--- config.mk ---
export PLATFORM = sky130hd
export DESIGN_NAME = decoder_n_scan_flat
export DESIGN_NICKNAME = d
export VERILOG_FILES = /design/src/rtl/decoder_n_scan_if.sv /design/src/rtl/decoder_n_scan.sv /design/src/flat_wrapper.sv
export SDC_FILE = /design/constraint.sdc
export NUM_CORES = 1
export LEC_CHECK = 0
export CORE_UTILIZATION = 48
export CTS_CLUSTER_DIAMETER = 40
export DETAILED_ROUTE_END_ITERATION = 8
export PLACE_DENSITY_LB_ADDON = 0.08
export SLEW_MARGIN = 10
export SYNTH_ARGS = -nofsm -noshare
export SYNTH_HDL_FRONTEND = slang
export SYNTH_SLANG_ARGS = --single-unit
--- constraint.sdc ---
create_clock -name CLK -period 1.7 [get_ports CLK]
set_clock_uncertainty 0.15 [all_clocks]
set_input_delay 0.34 -clock CLK [delete_from_list [all_inputs] [get_ports CLK]]
set_output_delay 0.34 -clock CLK [all_outputs]
set_load 0.02 [all_outputs]
--- src/rtl/decoder_n_scan_if.sv ---
// rtl/decoder_n_scan_if.sv - control and decode bundle for decoder_n_scan
//
// Purpose: groups the enable/mode/select inputs and the registered decode
// outputs of decoder_n_scan into one interface.
// Signals:
//   G     enable; 0 forces OUT inactive and freezes the scan position
//   MODE  0 = DIRECT (decode SEL), 1 = SCAN (self-stepping index)
//   SEL   decode index, N bits, used in DIRECT mode only
//   OUT   registered one-hot decode, 2**N bits
//   IDX   registered index currently shown on OUT, N bits
//   WRAP  one-cycle pulse when the scan index wraps to 0
// Modports: master drives G/MODE/SEL, slave (the decoder) drives OUT/IDX/WRAP.
interface decoder_n_scan_if #(
  parameter int N = 3
);
  logic             G;
  logic             MODE;
  logic [N-1:0]     SEL;
  logic [2**N-1:0]  OUT;
  logic [N-1:0]     IDX;
  logic             WRAP;

  modport master (
    output G, MODE, SEL,
    input  OUT, IDX, WRAP
  );

  modport slave (
    input  G, MODE, SEL,
    output OUT, IDX, WRAP
  );
endinterface

--- src/rtl/decoder_n_scan.sv ---
// rtl/decoder_n_scan.sv - registered N-to-2**N decoder with direct and scan modes
//
// Purpose: one-hot decoder whose index comes either from SEL (DIRECT) or from
// an internal counter that advances every PRESCALE enabled cycles (SCAN), for
// multiplexing display digits or LED matrix rows. All outputs are registered.
// Ports:
//   CLK    system clock, all state updates on the rising edge
//   RESET  synchronous, active-high reset
//   bus    decoder_n_scan_if slave modport (G, MODE, SEL in; OUT, IDX, WRAP out)
module decoder_n_scan #(
  parameter int N          = 3,
  parameter int PRESCALE   = 4,
  parameter bit ACTIVE_LOW = 1'b0
) (
  input  logic           CLK,
  input  logic           RESET,
  decoder_n_scan_if.slave bus
);
  localparam int W  = 2**N;
  // A prescale of 1 still needs a 1-bit counter so the compare logic is uniform.
  localparam int PW = (PRESCALE > 1) ? $clog2(PRESCALE) : 1;
  localparam logic [PW-1:0] PCNT_LAST = PW'(PRESCALE - 1);
  localparam logic [N-1:0]  IDX_LAST  = {N{1'b1}};
  localparam logic [W-1:0]  INACTIVE  = {W{ACTIVE_LOW}};

  logic [N-1:0]  idx_q, idx_d;
  logic [PW-1:0] pcnt_q, pcnt_d;
  logic          wrap_q, wrap_d;
  logic [W-1:0]  out_q, out_d;

  // Polarity is applied here so OUT never needs a second inversion stage.
  function automatic logic [W-1:0] decode(input logic [N-1:0] i);
    logic [W-1:0] v;
    v    = '0;
    v[i] = 1'b1;
    return v ^ INACTIVE;
  endfunction

  always_comb begin
    idx_d  = idx_q;
    pcnt_d = pcnt_q;
    wrap_d = 1'b0;
    out_d  = INACTIVE;
    if (!bus.MODE) begin
      // DIRECT: index tracks SEL even while disabled, so a later switch to
      // SCAN starts from the last selected position with a fresh prescaler.
      idx_d  = bus.SEL;
      pcnt_d = '0;
      if (bus.G) begin
        out_d = decode(bus.SEL);
      end
    end else if (bus.G) begin
      if (pcnt_q == PCNT_LAST) begin
        pcnt_d = '0;
        idx_d  = idx_q + N'(1);
        out_d  = decode(idx_q + N'(1));
        wrap_d = (idx_q == IDX_LAST);
      end else begin
        pcnt_d = pcnt_q + PW'(1);
        out_d  = decode(idx_q);
      end
    end
  end

  always_ff @(posedge CLK) begin
    if (RESET) begin
      idx_q  <= '0;
      pcnt_q <= '0;
      wrap_q <= 1'b0;
      out_q  <= INACTIVE;
    end else begin
      idx_q  <= idx_d;
      pcnt_q <= pcnt_d;
      wrap_q <= wrap_d;
      out_q  <= out_d;
    end
  end

  assign bus.OUT  = out_q;
  assign bus.IDX  = idx_q;
  assign bus.WRAP = wrap_q;
endmodule
--- src/flat_wrapper.sv ---
// flat-port wrapper written by rule: the top's interface ports become plain ports
module decoder_n_scan_flat 
#(
  parameter int N          = 3,
  parameter int PRESCALE   = 4,
  parameter bit ACTIVE_LOW = 1'b0
)
  (CLK, RESET, bus_G, bus_MODE, bus_SEL, bus_OUT, bus_IDX, bus_WRAP);
  decoder_n_scan_if #(.N(N)) bus_i ();
  input  logic CLK;
  input  logic RESET;
  input wire logic [$bits(bus_i.G)-1:0] bus_G;
  input wire logic [$bits(bus_i.MODE)-1:0] bus_MODE;
  input wire logic [$bits(bus_i.SEL)-1:0] bus_SEL;
  output wire logic [$bits(bus_i.OUT)-1:0] bus_OUT;
  output wire logic [$bits(bus_i.IDX)-1:0] bus_IDX;
  output wire logic [$bits(bus_i.WRAP)-1:0] bus_WRAP;
  assign bus_i.G = bus_G;
  assign bus_i.MODE = bus_MODE;
  assign bus_i.SEL = bus_SEL;
  assign bus_OUT = bus_i.OUT;
  assign bus_IDX = bus_i.IDX;
  assign bus_WRAP = bus_i.WRAP;
  decoder_n_scan #(.N(N), .PRESCALE(PRESCALE), .ACTIVE_LOW(ACTIVE_LOW)) u_core (.CLK(CLK), .RESET(RESET), .bus(bus_i));
endmodule
==> run metrics <==
Yosys cell types 32; DR DRC count 0; DR WL met3 119 um; Leak Pwr 0.4825 nW; Layout Cells excl Fill 131; Adder-Cell Fraction of Synth Area 4.601%; Gates resized, CTS repair 3; Antenna Nets Post-Route 0; Placeable Area 1541 sq um; Layout Area Growth over Synthesis 31.60%; largest net degree at the start of global routing 11; Post-synth EDFFs 0; clk_lat worst skew 0.27 ns; crit-path leading delay family buffers and inverters; Synth Area in XOR/XNOR 1.074%; synthesized area 815.8 sq um; GRT Util Overall 21.08%; fin nets 127; drt first pass iters 4; Max VDD drop 0.0005789 V; Hold Path Sink u_core.pcnt_q[0]; Root Buffer clkbuf_4; Max-Cap Viols 0; RSZ-0062 raised after global routing false; Worst EP arrival 1.18 ns; Total Wirelength 1836 um; fin crit share 98.18%; Worst setup SP type flop; reg-to-reg critical path startpoint u_core.bus.IDX[1]; CP max FO 1; status completed; IO Pins 19; DIE AREA 1868 sq um; wire length on met2 873 um; endpoints failing setup 0; Syn Nets 100; multiplexer share of the synthesized area 1.227%; Yosys warning total 0; Worst Setup End Kind output port; Post-synth ARST share 0%; clock buffer depth 2; dominant synthesized flop cell dfxtp_1; antenna diode count 0; Yosys reg bits 14; worst path buffer plus inverter count 1; Hold Crit Depth 2; Port Buffers 18; CP Data Required Time 1.21 ns; setup slack, reg-to-reg 0.15 ns; wire per inst 14.02 um; postcts setup bufs 0; fmax 0.5991 GHz; fin. max-slew vios 0; Cell Rows 14; HPWL after DPL 1391 um; initial antenna violation count 0; Syn Area/Cell 9.064 sq um; Synth Area in Simple Gates 35.43%; cts hold-fix bufs 0; CTS tree yes; Setup TNS Final 0 ns; CTS H-tree depth 1; Min-Delay Startpoint u_core.pcnt_q[0]; first-pass GRT wire length 2932 um; via count 774; FF-to-FF End u_core.bus.OUT[6]; Worst-path clk slew 0.08 ns; critical path class flop to output port; clk sinks 14; Max Used Layer met4; final hold violation count 0; DIE WIDTH 43.23 um; vias in the first global route 702; Final Wtd Congestion 0.8681; vias per inst 5.908; starting DRC count in detailed routing 24; Hold Path Class flop to flop; Die H 43.23 um; WL met1 833 um; Mapped Cells 90; R2R cell count 4; Worst Tran Pin Value 0.3300 ns; post-route minimum period 1.669 ns; CTS buffer count 3; power per cell area 651.7 nW/um^2; grt ovf 0; post-synthesis compound-gate area fraction 14.88%; share of cells above drive strength 1 20.87%; main combinational cell family by area after synthesis simple AND/OR/NAND/NOR gates; critical path's slowest cell clkdlybuf4s50_1; Worst Hold Slack 0.3409 ns; crit-path cells clkdlybuf4s50_1; sequential cell area fraction in the yosys report 34.36%; Initial Utilization 52.92%; Worst path max stage delay 0.59 ns; slew margin rel. 77.93%; placed cell count 128
## flip-flops by register name (all words and copies together) (netlist names)
signal	count
u_core.bus.IDX	3
u_core.bus.OUT	8
u_core.bus.WRAP	1
u_core.pcnt_q	2
## power by group
part           internal [mW]  switching [mW]  leakage, nW
clock                 0.0819           0.101       0.0138
combinational         0.0818          0.0892        0.354
sequential             0.339         0.00644        0.114
## Yosys cell counts, types with 3 or more instances
library cell	number	share of area (%)
nand2_1	6	2.8
a311oi_1	4	4.3
ha_1	3	4.6
nand2b_1	7	5.4
nand3_1	5	3.1
o221ai_1	4	4.3
nor2_1	8	3.7
buf_2	3	1.8
dfxtp_1	14	34
nand4b_1	3	3.2
a31oi_1	3	2.3
buf_6	3	4.1
nand3b_1	3	2.8
## metal layers
layer | track usage, % | vias to the layer above
li1 | - | 379
met2 | 34.03 | 33
met4 | 10.91 | 0
met3 | 2.553 | 2
met1 | 27.06 | 360
met5 | 0 | -
## area by class of cell
cell class / instances / area, sq um
fillers: 131 / 467.9
inverters: 2 / 7.507
multi-input cells: 66 / 469.2
well taps: 16 / 20.02
clock buffers: 3 / 22.52
repair buffers: 30 / 274.0
flip-flops and latches: 14 / 280.3
## cells in the final DEF (no fill, tap or decap), types with 2 or more instances in the layout
master,instances
nand2b_1,7
buf_4,12
a31oi_1,3
inv_1,2
dlygate4sd2_1,3
dfxtp_1,14
clkdlybuf4s50_1,12
clkbuf_4,3
dlymetal6s2s_1,3
o21ai_0,2
a21oi_1,2
nand4_1,2
nand3b_1,3
and2b_1,2
nand4b_1,3
nand3_1,5
nor2_1,8
nand2_1,6
ha_1,2
o221ai_1,4
a311oi_1,4
## tightest hold or removal path, delay by kind of cell (launching register included)
| kind | cells | cell delay [ns] |
|---|---|---|
| AOI/OAI and AO/OA | 1 | 0.06 |
| DFF | 1 | 0.33 |
| and+or+nand+nor | 1 | 0.07 |
## stage by stage
stage | total power [mW] | cell area [sq um] | utilization (%) | setup slack [ns]
final | 0.6996 | 1074 | 69.64 | 0.03090
after global routing | 0.7344 | 1074 | 69.64 | 0.003596
after CTS | 0.7047 | 1064 | 68.99 | 0.004037
after detailed placement | 0.5270 | 1045 | 67.78 | 0.002912
after global placement | 0.5219 | 1045 | 67.78 | 0.04131
after floorplan | 0.4577 | 815.8 | - | 0.04068
## cells by family (layout without fill, tap and decap cells)
| family | after synthesis | after routing |
|---|---|---|
| compound gates | 16 | 16 |
| xor+xnor | 1 | 1 |
| fa+ha+maj | 3 | 3 |
| buf+inv | 10 | 35 |
| flops | 14 | 14 |
| mux | 1 | 1 |
| simple gates | 45 | 45 |
## worst max-delay path by stage
stage	slack (ns)	startpoint	endpoint	cells after the start
after floorplan	0.04	u_core.bus.IDX[1]	u_core.bus.OUT[1]	4
after global placement	0.04	bus_SEL[0]	u_core.bus.OUT[7]	4
after detailed placement	0.003	bus_G	u_core.bus.IDX[0]	5
after CTS	0.004	u_core.bus.OUT[1]	bus_OUT[1]	1
after global routing	0.004	u_core.bus.OUT[2]	bus_OUT[2]	1
final	0.03	u_core.bus.OUT[6]	bus_OUT[6]	1
Power figures use the tool's default switching activity.
